--- config.mk ---
export PLATFORM = sky130hd
export DESIGN_NAME = serial_add_ctrl
export DESIGN_NICKNAME = d
export VERILOG_FILES = /design/src/rtl/serial_add_ctrl.sv
export SDC_FILE = /design/constraint.sdc
export NUM_CORES = 1
export LEC_CHECK = 0
export ABC_AREA = 1
export CORE_ASPECT_RATIO = 0.7
export CORE_MARGIN = 4
export CORE_UTILIZATION = 55
export CTS_CLUSTER_DIAMETER = 200
export DETAILED_ROUTE_END_ITERATION = 8
export PLACE_DENSITY = 0.84
export SYNTH_ARGS = -nofsm -noshare
export SYNTH_HDL_FRONTEND = slang
export SYNTH_SLANG_ARGS = --single-unit
--- constraint.sdc ---
create_clock -name clk -period 2.02 [get_ports clk]
set_input_delay 0.404 -clock clk [delete_from_list [all_inputs] [get_ports clk]]
set_output_delay 0.404 -clock clk [all_outputs]
set_load 0.1 [all_outputs]
--- src/rtl/serial_add_ctrl.sv ---
// Bit-serial adder controller: one shared two-half-adder full-add cell, LSB first.
// Optional subtract mode via SERIAL_ADD_SUB_EN (adds the 'sub' port).
module serial_add_ctrl #(
    parameter int WIDTH = 8
) (
    input  logic             clk,
    input  logic             rst_n,
    input  logic             start,
`ifdef SERIAL_ADD_SUB_EN
    input  logic             sub,
`endif
    input  logic [WIDTH-1:0] a,
    input  logic [WIDTH-1:0] b,
    output logic             busy,
    output logic             done,
    output logic [WIDTH-1:0] sum,
    output logic             cout
);
    localparam int CW = (WIDTH > 1) ? $clog2(WIDTH) : 1;
    localparam logic [CW-1:0] LAST = CW'(WIDTH - 1);

    typedef enum logic [1:0] {IDLE, RUN, DONE} state_t;

    state_t           state;
    logic [WIDTH-1:0] areg, breg;
    logic             carry;
    logic [CW-1:0]    cnt;

    logic op_sub;
`ifdef SERIAL_ADD_SUB_EN
    assign op_sub = sub;
`else
    assign op_sub = 1'b0;
`endif

    // Full add built from two half adders on the operand LSBs.
    logic ha1_s, ha1_c, ha2_s, ha2_c, c_next;
    assign ha1_s  = areg[0] ^ breg[0];
    assign ha1_c  = areg[0] & breg[0];
    assign ha2_s  = ha1_s ^ carry;
    assign ha2_c  = ha1_s & carry;
    assign c_next = ha1_c | ha2_c;

    always_ff @(posedge clk or negedge rst_n) begin
        if (!rst_n) begin
            state <= IDLE;
            areg  <= '0;
            breg  <= '0;
            carry <= 1'b0;
            cnt   <= '0;
            busy  <= 1'b0;
            done  <= 1'b0;
            sum   <= '0;
            cout  <= 1'b0;
        end else begin
            case (state)
                IDLE: begin
                    if (start) begin
                        // Subtract is a + ~b + 1: invert b and seed the carry.
                        areg  <= a;
                        breg  <= op_sub ? ~b : b;
                        carry <= op_sub;
                        cnt   <= '0;
                        busy  <= 1'b1;
                        state <= RUN;
                    end
                end
                RUN: begin
                    carry <= c_next;
                    sum   <= {ha2_s, sum[WIDTH-1:1]};
                    areg  <= areg >> 1;
                    breg  <= breg >> 1;
                    cnt   <= cnt + CW'(1);
                    if (cnt == LAST) begin
                        cout  <= c_next;
                        done  <= 1'b1;
                        state <= DONE;
                    end
                end
                DONE: begin
                    done  <= 1'b0;
                    busy  <= 1'b0;
                    state <= IDLE;
                end
                default: state <= IDLE;
            endcase
        end
    end
endmodule
# Word level (Yosys, flattened, before mapping)
# Index checks and enable logic that the tools add are counted.
# W data, S select, Z words.
[word_totals]
elab_cells = 44
regBits = 33
output_inout_bits = 11
in_bits = 19
[op_classes]
add_sub_neg = 1
bitwise_logic = 5
mux = 15
n_reduce_logical = 9
n_eq_ne = 5
[ops]
columns = ["op", "count"]
rows = [
  ["$pmux W8 S2", 2],
  ["$mux W8", 2],
  ["$reduce_and A2 Y1", 5],
  ["$pmux W1 S2", 3],
  ["$pmux W3 S2", 1],
  ["$reduce_bool A2 Y1", 3],
  ["$mux W2", 2],
  ["$ne A2 B2 Y1 const B", 2],
  ["$pmux W2 S2", 1],
  ["$add A3 B1 Y3 const B", 1],
  ["$eq A3 B3 Y1 const B", 1],
  ["$mux W1", 3],
  ["$mux W3", 1],
  ["$and A1 B1 Y1", 2],
  ["$eq A2 B1 Y1 const B", 1],
  ["$eq A2 B2 Y1 const B", 1],
  ["$logic_not A2 Y1", 1],
  ["$xor A1 B1 Y1", 2],
  ["$or A1 B1 Y1", 1],
]

# Longest topological paths before layout
# Gate-level depths: netlist of the first run.
[depth]
word_depth = 4
depth_mapped = 6

# Worst setup path before layout of the first run
# No wires, ideal clock.
[synth_path]
kind = "flip-flop to output port"
startpoint = "register sum[1]"
endpoint = "output sum[1]"
arrival_ns = 0.912
required_time_ns = 1.616
setup_slack_ns = 0.704
stages_incl_launch_ff = 1
n_path_buf = 0
path_cell_list = "dfrtp_1"
[synth_rtl]
columns = ["element", "line_no", "text"]
rows = [
  ["from (decl)", "16", "output logic [WIDTH-1:0] sum,"],
  ["from (signal assigned)", "70", "sum <= {ha2_s, sum[WIDTH-1:1]};"],
]
# No word-level cell between the ends.

# Final worst setup path of the first run
[layout_path]
startpoint = "register sum[5]"
endpoint = "output sum[5]"
# No word-level cell between the ends.

==> metrics.md, run 1 <==
| Metric | Value |
|---|---|
| Most common cell in the netlist | `nand2_1` |
| Critical Path RT | `1620 ps` |
| Largest cells by area after synthesis | `dfrtp_1 (52%), nand3_1 (14%), nand2_1 (12%), inv_1 (8.2%), o21ai_0 (2.8%)` |
| Compound-Gate Fraction of Synth Area | `0.0439` |
| Clk buf depth | `2` |
| DR iter-0 viols | `98` |
| CP arrival | `980 ps` |
| Initial antenna violation count | `0` |
| Synth Flop Type | `dfrtp_1` |
| Synth warn | `0` |
| Die W | `72.4 µm` |
| Total GRT Usage | `0.200` |
| Commonest cells post-synth | `nand2_1 (50), nand3_1 (45), inv_1 (35)` |
| XOR/XNOR Fraction of Synth Area | `0` |
| Fin nets | `251` |
| Element type at the critical path start | `register` |
| H-tree levels | `2` |
| Yosys top cell area share | `0.518` |
| Syn avg cell area | `8.10 µm²` |
| Post-route ant nets | `0` |
| DP Worst Slack | `470 ps` |
| Drt total wl | `3330 µm` |
| CP max FO | `3` |
| Finished Layout Cells | `266` |
| RSZ-0062 raised after global routing | `no` |
| Setup bufs post-CTS | `0` |
| Worst path slowest cell | `dfrtp_1` |
| Critical path, cell by cell | `buf_4` |
| Number of global-route vias before repair | `1262` |
| Final hold viol count | `0` |
| Clk Latency, worst-skew pair | `290 ps` |
| Sw power | `1.86 mW` |
| Leak | `1.08 nW` |
| Dpl cells | `258` |
| Worst VDD drop | `0.00165 V` |
| Register area share after synthesis | `0.518` |
| Max-Cap Viols | `0` |
| Setup ws final | `634 ps` |
| Multiplexer share of the synthesized area | `0` |
| Worst setup EP type | `output pin` |
| Ports | `30` |
| Period utilization | `0.686` |
| Fill count | `215` |
| Clock Tree Root | `clkbuf_8` |
| Reg power frac | `0.309` |
| Num CTS Buffers | `5` |
| EDFF count, synth | `0` |
| Vert. Die Dim | `53.1 µm` |
| Crit path kind | `reg2out` |
| Clk slew on worst S/H paths | `70 ps` |
| Synthesis-to-finish area growth | `25.7%` |
| Period minus WS final | `1390 ps` |
| Post-route DRC | `0` |
| Clock skew | `9.57 ps` |
| #FFs+latches synth | `33` |
| Pwr Density | `1890 nW/µm²` |
| Port Buffers | `29` |
| Vias per cell | `5.03` |
| Starting Density | `0.573` |
| Die ar. | `3840 µm²` |
| Clock sink count | `33` |
| Post-synthesis adder-cell area fraction | `0.0282` |
| Slew Viols, Final | `0` |
| Area leader, netlist | `dfrtp_1` |
| Cells after Synth | `197` |
| Setup-failing EPs final | `0` |
| DR pass1 iterations | `4` |
| Yosys cell types | `16` |
| Tot Pwr | `3.80 mW` |
| Mapped Area | `1600 µm²` |
| CTS tree | `yes` |
| Core outline area | `2780 µm²` |
| # hold bufs at CTS | `0` |
| Worst flop-to-flop path startpoint | `state[1]` |
| Async SR Flop Fraction | `1.00` |
| Gates resized, CTS repair | `0` |
| DP Wirelength | `2250 µm` |
| Routability Congestion | `0.808` |
| Clk pwr share | `0.169` |
| Combinational fraction of design power | `0.522` |
| Final hold slack | `491 ps` |
| First-pass GRT wire length | `5680 µm` |
| Worst path top cell family by delay | `flip-flops` |
| Status | `completed` |
| Internal Power | `1.94 mW` |
| Share of cells above drive strength 1 | `0.126` |
| Worst-Margin Slew | `412 ps` |
| Worst Path Buf+Inv | `1` |
| Crit path largest cell delay | `390 ps` |
| Setup TNS | `0 ps` |
| Gr ovfl total | `0` |
| Ant. Diodes | `0` |
| DR vias | `1338` |
| Worst hold path type | `reg2reg` |
| Switch share | `0.489` |
| Pin count of the biggest net entering global routing | `34` |
| Syn Nets | `219` |
| Avg WL per Cell | `12.5 µm` |
| Worst Hold Launch | `cnt[0]` |
| Max Clock Freq | `0.721 GHz` |
| Largest family of logic cells by synthesized area | `simple AND/OR/NAND/NOR gates` |
| Slew headroom | `0.725` |
| Critical Path Source | `sum[5]` |
| Simple-gate area share of the yosys netlist | `0.289` |
| Row count | `16` |
final cells by class:
class	instances	area (µm²)	share of cell area
Timing Repair Buffer	35	308	0.153
Multi-Input combinational cell	118	576	0.287
Tap cell	36	45.0	0.0225
Sequential cell	33	826	0.412
Inverter	36	135	0.0674
Clock inverter	1	30.0	0.0150
Clock buffer	7	86.3	0.0430
cells by family after synthesis:
family,count (synthesis)
AOI/OAI and AO/OA,14
adders and majority gates,3
buffers and inverters,46
DFF,33
and+or+nand+nor,101
final timing paths:
check	to	slack, ps	cells past startpoint
max	sum[5]	630	1
min reg2reg	cnt[0]	490	1
max reg2reg	breg[2]	690	6
max in group asynchronous	breg[2]	1200	2
min in group asynchronous	areg[4]	510	2
min	cnt[0]	490	1
through the flow:
stage,utilization,instance area (µm²)
after floorplan,-,1600
after global placement,0.679,1890
after detailed placement,0.679,1890
after CTS,0.721,2010
after global routing,0.721,2010
final,0.721,2010
power groups by stage:
stage          sequential [mW]  combinational (mW)  clock (mW)
2_1_floorplan             1.82               0.903           0
3_3_place_gp              1.18                1.94           0
3_5_place_dp              1.17                1.99           0
4_1_cts                   1.17                2.00       0.651
5_1_grt                   1.21                2.18       0.689
6_report                  1.17                1.98       0.644
sequential cells by signal, indices dropped and copies added, names as in the netlist:
signal / flops
areg: 8
breg: 8
busy: 1
carry: 1
cnt: 3
cout: 1
done: 1
state: 2
sum: 8
per-layer routing:
metal / track usage / part of all wire
met1: 0.267 / 0.49
met2: 0.299 / 0.42
met3: 0.0778 / 0.079
met5: 0 / 0
met4: 0.0644 / 0.012
placed cells by master, fill, tap and decap left out:
master and count:
dfrtp_1 33, bufinv_16 1, buf_4 17, inv_2 1
clkdlybuf4s50_1 18, clkbuf_1 1, inv_1 35, fa_1 1
a21oi_1 1, nand2_4 3, clkbuf_8 6, o21ai_0 9
o21ai_1 4, nand2_1 50, nand3_1 45, nor2_1 2
nor2_2 1, ha_1 2
Power figures use the tool's default switching activity.
==> run 2: changes to the inputs <==
--- a/config.mk
+++ b/config.mk
@@ -8,10 +8,10 @@
 export ABC_AREA = 1
 export CORE_ASPECT_RATIO = 0.7
 export CORE_MARGIN = 4
-export CORE_UTILIZATION = 55
+export CORE_UTILIZATION = 51
 export CTS_CLUSTER_DIAMETER = 200
 export DETAILED_ROUTE_END_ITERATION = 8
-export PLACE_DENSITY = 0.84
+export PLACE_DENSITY = 0.78
 export SYNTH_ARGS = -nofsm -noshare
 export SYNTH_HDL_FRONTEND = slang
 export SYNTH_SLANG_ARGS = --single-unit
==> constraint.sdc (replaced) <==
create_clock -name clk -period 1.3 [get_ports clk]
set_input_delay 0.26 -clock clk [delete_from_list [all_inputs] [get_ports clk]]
set_output_delay 0.26 -clock clk [all_outputs]
set_load 0.1 [all_outputs]
==> metrics.md, run 2 (same netlist as run 1, synthesis figures left out) <==
| Metric | Value |
|---|---|
| Core outline area | `2900 µm² (+4.3%)` |
| Status | `completed` |
| Tot Pwr | `6.24 mW (+64%)` |
| Pwr Density | `2870 nW/µm² (+52%)` |
| Element type at the critical path start | `register` |
| RSZ-0062 raised after global routing | `no` |
| CTS tree | `yes` |
| Worst-Margin Slew | `212 ps (-200 ps)` |
| Routability Congestion | `0.806 (-0.28%)` |
| Post-route ant nets | `0 (unchanged)` |
| Drt total wl | `3540 µm (+6.1%)` |
| Setup-failing EPs final | `0 (unchanged)` |
| Share of cells above drive strength 1 | `0.134 (+0.00753)` |
| H-tree levels | `2 (unchanged)` |
| Die ar. | `4100 µm² (+6.8%)` |
| Slew Viols, Final | `0 (unchanged)` |
| Clk pwr share | `0.124 (-0.045)` |
| Post-route design area | `2170 µm² (+8.4%)` |
| Pin count of the biggest net entering global routing | `34 (unchanged)` |
| Switch share | `0.481 (-0.00853)` |
| Sw power | `3.00 mW (+61%)` |
| Slew headroom | `0.859 (+0.133)` |
| Starting Density | `0.550 (-0.0237)` |
| Period utilization | `0.930` |
| Row count | `16 (unchanged)` |
| Initial antenna violation count | `0 (unchanged)` |
| Clk Latency, worst-skew pair | `280 ps (about the same)` |
| Commonest non-fill, non-tap cell in the layout | `nand2_1` |
| Dpl cells | `261 (+1.2%)` |
| Finished Layout Cells | `268 (+0.75%)` |
| DR vias | `1345 (+0.52%)` |
| CP max FO | `4 (+1)` |
| Clk buf depth | `2 (unchanged)` |
| First-pass GRT wire length | `5910 µm (+4.1%)` |
| Port Buffers | `29 (unchanged)` |
| DR pass1 iterations | `4 (unchanged)` |
| DP Wirelength | `2470 µm (+9.7%)` |
| Leak | `1.14 nW (+5.4%)` |
| Clock Tree Root | `clkbuf_8` |
| Gates resized, CTS repair | `0 (unchanged)` |
| Avg WL per Cell | `13.2 µm (+5.3%)` |
| Fin nets | `254 (+1.2%)` |
| Total GRT Usage | `0.196 (-0.00398)` |
| Worst setup EP type | `register` |
| # hold bufs at CTS | `0 (unchanged)` |
| Gr ovfl total | `0 (unchanged)` |
| Worst hold path type | `in2async` |
| Fill count | `195 (-9.3%)` |
| Period minus WS final | `1210 ps` |
| Synthesis-to-finish area growth | `36.2%` |
| Max-Cap Viols | `0 (unchanged)` |
| Clk slew on worst S/H paths | `70 ps (about the same)` |
| CP arrival | `1360 ps (+380 ps)` |
| Ports | `30 (unchanged)` |
| Max Clock Freq | `0.827 GHz` |
| Clock skew | `8.29 ps (-1.28 ps)` |
| Worst VDD drop | `0.00215 V (+30%)` |
| Vias per cell | `5.02 (-0.23%)` |
| Biggest regs | `areg x8, breg x8, sum x8` |
| Combinational fraction of design power | `0.572 (+0.050)` |
| Ant. Diodes | `0 (unchanged)` |
| DR iter-0 viols | `97 (-1.0%)` |
| Setup bufs post-CTS | `0 (unchanged)` |
| Critical Path RT | `1450 ps (-170 ps)` |
| Crit path kind | `reg2reg` |
| Reg power frac | `0.304 (-0.005)` |
| Most frequent cells in the layout | `nand2_1 (50), nand3_1 (45), inv_1 (35)` |
| Num CTS Buffers | `5 (unchanged)` |
| Clock sink count | `33 (unchanged)` |
| Die W | `74.8 µm (+3.4%)` |
| Post-route DRC | `0 (unchanged)` |
| Vert. Die Dim | `54.8 µm (+3.3%)` |
| Instance area at placement | `2090 µm² (+10%)` |
| Number of global-route vias before repair | `1337 (+5.9%)` |
| Internal Power | `3.24 mW (+67%)` |
| Final hold viol count | `0 (unchanged)` |
## run 2: per-layer routing
metal / track usage / share of wire / wire [µm] / up-vias
met4: 0.0651 / 0.0085 / 30 / 0
met5: 0 / 0 / 0 / -
met1: 0.262 / 0.49 / 1720 / 637
met3: 0.0514 / 0.046 / 164 / 4
met2: 0.312 / 0.46 / 1620 / 28
li1: - / - / - / 676
## run 2: worst paths after layout
path                       slack [ps]      end  cells after the start   start
min reg2reg                       500   cnt[0]                      1  cnt[0]
max in group asynchronous         780   cnt[2]                      2   rst_n
min in group clk                  500   cnt[0]                      1  cnt[0]
max                                90     cout                      4  cnt[0]
max reg2reg                        90     cout                      4  cnt[0]
min                               340  areg[1]                      2   rst_n
## run 2: critical path: stages (launching register included)
cell	delay, ps
dfrtp_1	400
ha_1	210
ha_1	200
nand2_1	170
o21ai_0	110
## run 2: power by group through the flow
stage / Clock, mW / Combinational, mW / Sequential (mW)
after floorplan: 0 / 1.40 / 2.83
after global placement: 0 / 3.46 / 1.89
after detailed placement: 0 / 3.56 / 1.91
after CTS: 0.776 / 3.59 / 1.90
after global routing: 0.830 / 3.84 / 1.96
final: 0.774 / 3.57 / 1.90
## run 2: area by class of cell
cell class | instances | area (µm²) | area share
multi-input combinational | 118 | 576 | 0.265
clock buffer | 7 | 86.3 | 0.0397
inverter | 36 | 135 | 0.0622
sequential | 33 | 826 | 0.380
timing repair buffer | 38 | 505 | 0.233
tap | 36 | 45.0 | 0.0207
## run 2: through the flow
stage	util	worst slack, ps	hold WS, ps	setup TNS [ps]
2_1_floorplan	-	37.4	-35.6	0
6_report	0.749	90.9	339	0
3_3_place_gp	0.719	-23.8	470	-75.1
3_5_place_dp	0.719	-59.9	473	-889
5_1_grt	0.749	10.2	374	0
4_1_cts	0.749	100	351	0
